## src/rtl/mem_tid_arbiter.sv

```systemverilog
// Round-robin arbiter that shares the memory request channel and routes responses by transaction ID.
// Define MEM_TID_ARB_PERF_CNT_EN to add the stall and issue performance counters.
module mem_tid_arbiter #(
    parameter int NrReq       = 3,
    parameter int AddrWidth   = 64,
    parameter int MemTidWidth = 2
) (
    input  logic                       clk_i,
    input  logic                       rst_i,
    input  logic [NrReq-1:0]           req_valid_i,
    output logic [NrReq-1:0]           req_ready_o,
    input  logic [NrReq*AddrWidth-1:0] req_addr_i,
    input  logic [NrReq-1:0]           req_we_i,
    output logic                       mem_req_valid_o,
    input  logic                       mem_req_ready_i,
    output logic [AddrWidth-1:0]       mem_req_addr_o,
    output logic                       mem_req_we_o,
    output logic [MemTidWidth-1:0]     mem_req_tid_o,
    input  logic                       mem_rsp_valid_i,
    input  logic [MemTidWidth-1:0]     mem_rsp_tid_i,
    output logic [NrReq-1:0]           rsp_valid_o,
    output logic [MemTidWidth:0]       outstanding_o,
`ifdef MEM_TID_ARB_PERF_CNT_EN
    output logic [31:0]                stall_cnt_o,
    output logic [31:0]                issue_cnt_o,
`endif
    output logic                       err_o
);

    localparam int NrTid   = 2 ** MemTidWidth;
    localparam int ReqIdxW = (NrReq > 1) ? $clog2(NrReq) : 1;

    typedef enum logic {
        IDLE,
        ISSUE
    } state_e;

    state_e                 state_q;
    logic [NrTid-1:0]       busy_q;
    logic [NrTid-1:0]       busy_nxt;
    logic [ReqIdxW-1:0]     owner_q [NrTid];
    logic [ReqIdxW-1:0]     ptr_q;
    logic [ReqIdxW-1:0]     ptr_nxt;
    logic                   valid_q;
    logic [AddrWidth-1:0]   addr_q;
    logic                   we_q;
    logic [MemTidWidth-1:0] tid_q;
    logic [MemTidWidth:0]   cnt_q;
    logic                   err_q;

    logic                   win_found;
    logic [ReqIdxW-1:0]     win_idx;
    logic                   free_found;
    logic [MemTidWidth-1:0] free_tid;
    logic                   accept;
    logic                   rsp_hit;
    logic [ReqIdxW-1:0]     rsp_owner;
    logic                   handshake;

    // First valid requester at or after the pointer, wrapping at NrReq.
    always_comb begin
        int k;
        win_found = 1'b0;
        win_idx   = '0;
        k         = 0;
        for (int i = 0; i < NrReq; i++) begin
            k = (int'(ptr_q) + i) % NrReq;
            if (!win_found && req_valid_i[k]) begin
                win_found = 1'b1;
                win_idx   = ReqIdxW'(k);
            end
        end
    end

    always_comb begin
        free_found = 1'b0;
        free_tid   = '0;
        for (int t = NrTid - 1; t >= 0; t--) begin
            if (!busy_q[t]) begin
                free_found = 1'b1;
                free_tid   = MemTidWidth'(t);
            end
        end
    end

    assign accept    = (state_q == IDLE) && win_found && free_found;
    assign rsp_hit   = mem_rsp_valid_i && busy_q[mem_rsp_tid_i];
    assign rsp_owner = owner_q[mem_rsp_tid_i];
    assign handshake = valid_q && mem_req_ready_i;

    assign ptr_nxt = (win_idx == ReqIdxW'(NrReq - 1)) ? '0 : win_idx + 1'b1;

    always_comb begin
        req_ready_o = '0;
        if (accept) begin
            req_ready_o[win_idx] = 1'b1;
        end
    end

    always_comb begin
        rsp_valid_o = '0;
        if (rsp_hit) begin
            rsp_valid_o[rsp_owner] = 1'b1;
        end
    end

    // Allocation only picks IDs free at cycle start, so it never collides with the freed ID.
    always_comb begin
        busy_nxt = busy_q;
        if (rsp_hit) begin
            busy_nxt[mem_rsp_tid_i] = 1'b0;
        end
        if (accept) begin
            busy_nxt[free_tid] = 1'b1;
        end
    end

    always_ff @(posedge clk_i) begin
        if (rst_i) begin
            state_q <= IDLE;
            busy_q  <= '0;
            ptr_q   <= '0;
            valid_q <= 1'b0;
            addr_q  <= '0;
            we_q    <= 1'b0;
            tid_q   <= '0;
            cnt_q   <= '0;
            err_q   <= 1'b0;
        end else begin
            busy_q <= busy_nxt;
            cnt_q  <= cnt_q + (MemTidWidth+1)'(accept)
                            - (MemTidWidth+1)'(rsp_hit);
            if (mem_rsp_valid_i && !busy_q[mem_rsp_tid_i]) begin
                err_q <= 1'b1;
            end
            unique case (state_q)
                IDLE: begin
                    if (accept) begin
                        addr_q  <= req_addr_i[int'(win_idx)*AddrWidth +: AddrWidth];
                        we_q    <= req_we_i[win_idx];
                        tid_q   <= free_tid;
                        ptr_q   <= ptr_nxt;
                        valid_q <= 1'b1;
                        state_q <= ISSUE;
                    end
                end
                ISSUE: begin
                    if (mem_req_ready_i) begin
                        valid_q <= 1'b0;
                        state_q <= IDLE;
                    end
                end
                default: begin
                    valid_q <= 1'b0;
                    state_q <= IDLE;
                end
            endcase
        end
    end

    always_ff @(posedge clk_i) begin
        if (rst_i) begin
            for (int t = 0; t < NrTid; t++) begin
                owner_q[t] <= '0;
            end
        end else if (accept) begin
            owner_q[free_tid] <= win_idx;
        end
    end

    assign mem_req_valid_o = valid_q;
    assign mem_req_addr_o  = addr_q;
    assign mem_req_we_o    = we_q;
    assign mem_req_tid_o   = tid_q;
    assign outstanding_o   = cnt_q;
    assign err_o           = err_q;

`ifdef MEM_TID_ARB_PERF_CNT_EN
    logic [31:0] stall_q;
    logic [31:0] issue_q;
    logic        stall;

    assign stall = (|req_valid_i) && !free_found;

    always_ff @(posedge clk_i) begin
        if (rst_i) begin
            stall_q <= '0;
            issue_q <= '0;
        end else begin
            if (stall && (stall_q != '1)) begin
                stall_q <= stall_q + 32'd1;
            end
            if (handshake && (issue_q != '1)) begin
                issue_q <= issue_q + 32'd1;
            end
        end
    end

    assign stall_cnt_o = stall_q;
    assign issue_cnt_o = issue_q;
`else
    logic unused_handshake;
    assign unused_handshake = handshake;
`endif

endmodule

```

## config.mk

```make
export PLATFORM = sky130hd
export DESIGN_NAME = mem_tid_arbiter
export DESIGN_NICKNAME = d
export VERILOG_FILES = /design/src/rtl/mem_tid_arbiter.sv
export SDC_FILE = /design/constraint.sdc
export NUM_CORES = 1
export LEC_CHECK = 0
export ABC_AREA = 1
export CAP_MARGIN = 20
export CORE_MARGIN = 10
export CORE_UTILIZATION = 41
export DETAILED_ROUTE_END_ITERATION = 8
export PLACE_DENSITY = 0.83
export SLEW_MARGIN = 20
export SYNTH_ARGS = -nofsm -noshare
export SYNTH_HDL_FRONTEND = slang
export SYNTH_SLANG_ARGS = --single-unit
```

## constraint.sdc

```tcl
create_clock -name clk_i -period 7 [get_ports clk_i]
set_input_delay 1.05 -clock clk_i [delete_from_list [all_inputs] [get_ports clk_i]]
set_output_delay 1.05 -clock clk_i [all_outputs]
set_load 0.05 [all_outputs]
```

==> results.json <==
{
  "maxCapViolCount": 0,
  "wire_per_inst_um": 16.9,
  "netlist-cell-type-count": 34,
  "final_period_minus_worst_setup_slack_ns": 4.97,
  "dieWidth_um": 128,
  "peakVddDrop_v": 0.000536,
  "finalClockSkew_ns": 0.00679,
  "drive_gt1_share_pct": 4.57,
  "rrSetupSlack_ns": 3.72,
  "yosys_warnings": 0,
  "detailed_routing_iterations_pass_1": 5,
  "tritoncts": "yes",
  "clk_pin_slew_ns": 0.07,
  "cts_setup_buffers": 0,
  "ys_seq_elements": 87,
  "grt_pass1_vias": 5812,
  "depth_of_the_worst_register_to_register_path": 14,
  "avgViaCountPerCell": 4.97,
  "routed_wirelength_um": 19400,
  "r2r-end": "mem_req_addr_o[12]$_SDFFE_PP0P_",
  "fp.coreArea_um2": 11400,
  "numPortBuffers": 281,
  "cts-root-buf": "clkbuf_16",
  "std_cell_rows": 39,
  "timing_hold_violations_final": 0,
  "timing.hold.worst.class": "flop to flop",
  "detailroute.via_count": 5713,
  "clock.fmax_mhz": 201,
  "timing_max_transition_violations_final": 0,
  "cts.hold.buffers_added": 0,
  "p_leak_nw": 3.54,
  "post_synth.cell_area_avg_um2": 6.44,
  "timing.max_slew.rel_slack_pct": 32.8,
  "remaining_routing_drc_violations": 0,
  "worstReg2RegStart": "ptr_q[0]$_SDFFE_PP0P_",
  "layout_common_cells": "nand2_1, clkdlybuf4s50_1, nand3_1, dfxtp_1, inv_1",
  "floorplan.initialDensity_pct": 42.0,
  "crit_required_ns": 5.95,
  "worst_slew_pin_slew_ns": 1.00,
  "grt_pass1_wl_um": 30000,
  "worst_setup_path_start_kind": "input port",
  "htreeDepth": 3,
  "power_density_nw_per_um2": 467,
  "critical_path.startpoint": "req_valid_i[2]",
  "nNetsFinal": 1212,
  "grt.total_usage_pct": 22.6,
  "cts_max_path_buffers": 2,
  "finalSetupTns_ns": 0,
  "critPathCapture": "req_ready_o[0]",
  "path_class": "input port to output pin",
  "setup_viol": 0,
  "fin_util_pct": 69.0,
  "globalRoute.totalOverflow": 0,
  "ant_nets": 0,
  "run_status": "finished clean",
  "hpwl_after_detailed_placement_um": 14800,
  "critPathMaxFanout": 61,
  "mappedNetlistArea_um2": 4790,
  "grt_setup_unrepaired": "no",
  "clock_sinks": 87,
  "grt_antenna_before_repair": 1,
  "synth_area_leader_cell": "dfxtp_1",
  "period_share_pct": 71.0,
  "synth_top_cells_by_area": "dfxtp_1, nand2_1, nand3_1, edfxtp_1, inv_1",
  "cts-buffers-inserted": 9,
  "synth_top_area_share_pct": 33.0,
  "syn2layout_area_growth_pct": 64.4,
  "postCtsResizedCells": 0,
  "synth.yosys.seq_area_share_pct": 38.0,
  "mostFrequentLayoutCell": "nand2_1",
  "critPathCaptureType": "output pin",
  "design.die.area_um2": 16400,
  "gp_routability_congestion": 0.890,
  "worst-endpoint-arrival_ns": 3.92,
  "clock_latency_ns": 0.34,
  "fp.dieH_um": 128,
  "syn_inst": 744,
  "grt_start_max_net_pins": 67,
  "top_level_ports": 282,
  "fillCellCount": 1014,
  "dr.first_iter.drc_count": 402,
  "min_delay_path_depth": 2,
  "syn_nets": 955
}
## per-stage QoR
step	total power, mW	hold WS [ns]	setup WS [ns]	instance area (µm²)	std cells
global route	3.97	0.465	1.82	7880	1150
floorplan	2.55	0.468	3.21	4790	744
global placement	3.17	0.428	2.10	7560	1133
detailed placement	3.21	0.439	2.02	7560	1133
CTS	3.72	0.449	2.02	7880	1149
finish	3.68	0.447	2.03	7880	1150
## logic make-up (layout without fill, tap and decap cells)
family	after synthesis	count (layout)	synth area share, %
simple gates	544	544	48.0
flops	87	87	38.0
compound gates	24	24	3.16
other cells	0	1	0
fa+ha+maj	7	7	1.98
xor+xnor	1	1	0.183
buf+inv	81	343	8.66
## flip-flops by register name, indices dropped and copies added (netlist names)
| signal | cells |
|---|---|
| mem_req_we_o | 1 |
| outstanding_o | 3 |
| owner_q | 8 |
| busy_q | 4 |
| mem_req_valid_o | 1 |
| state_q | 1 |
| mem_req_tid_o | 2 |
| err_o | 1 |
| ptr_q | 2 |
| mem_req_addr_o | 64 |
## critical path, stage by stage
cell and delay, ns:
clkdlybuf4s50_1 0.54, inv_2 0.07, o21ai_2 0.14, nand2_2 0.12
nand3_1 0.12, nand2_2 0.08, nor2_4 0.09, buf_4 0.54
nand2_1 0.19, nor2_1 0.14, clkdlybuf4s50_1 0.83
## power breakdown
part | switching, mW | internal, mW | leakage [nW]
Clock | 0.204 | 0.299 | 0.154
Sequential | 0.0831 | 0.677 | 0.735
Combinational | 1.65 | 0.771 | 2.65
Total | 1.93 | 1.75 | 3.54
## Yosys cell counts (all sizes together)
cell type / n
dfxtp: 79
fa: 1
clkbuf: 3
nand4: 2
nor3: 3
a22o: 2
a21oi: 7
inv: 41
xor2: 1
ha: 6
nand2: 377
a221oi: 1
o22ai: 3
nand3: 134
or2: 1
nor2: 27
o211ai: 4
buf: 37
edfxtp: 8
o31ai: 1
o21ai: 6
## layer usage
metal | global-route usage [%] | part of all wire [%]
met5 | 0 | 0
met2 | 40.7 | 52
met4 | 7.48 | 1.9
met3 | 9.22 | 9.2
met1 | 23.2 | 36
## layout make-up
cell class	count	area, µm²	area share, %
flip-flops and latches	87	1820	23.1
well taps	143	179	2.27
clock buffers	10	250	3.17
multi-input cells	576	2560	32.4
diodes	1	2.50	0.0317
clock inverters	6	66.3	0.841
inverters	41	155	1.97
repair buffers	286	2850	36.2
## worst min-delay path by stage
stage,startpoint,slack (ns),endpoint
4_1_cts,err_o$_SDFFE_PP0P_,0.45,err_o$_SDFFE_PP0P_
2_1_floorplan,state_q$_SDFF_PP0_,0.47,mem_req_valid_o$_SDFFE_PP0P_
3_3_place_gp,mem_req_tid_o[1]$_SDFFE_PP0P_,0.43,mem_req_tid_o[1]$_SDFFE_PP0P_
6_report,err_o$_SDFFE_PP0P_,0.45,err_o$_SDFFE_PP0P_
5_1_grt,mem_req_addr_o[0]$_SDFFE_PP0P_,0.47,mem_req_addr_o[0]$_SDFFE_PP0P_
3_5_place_dp,err_o$_SDFFE_PP0P_,0.44,err_o$_SDFFE_PP0P_
(Power assumes the default switching activity.)
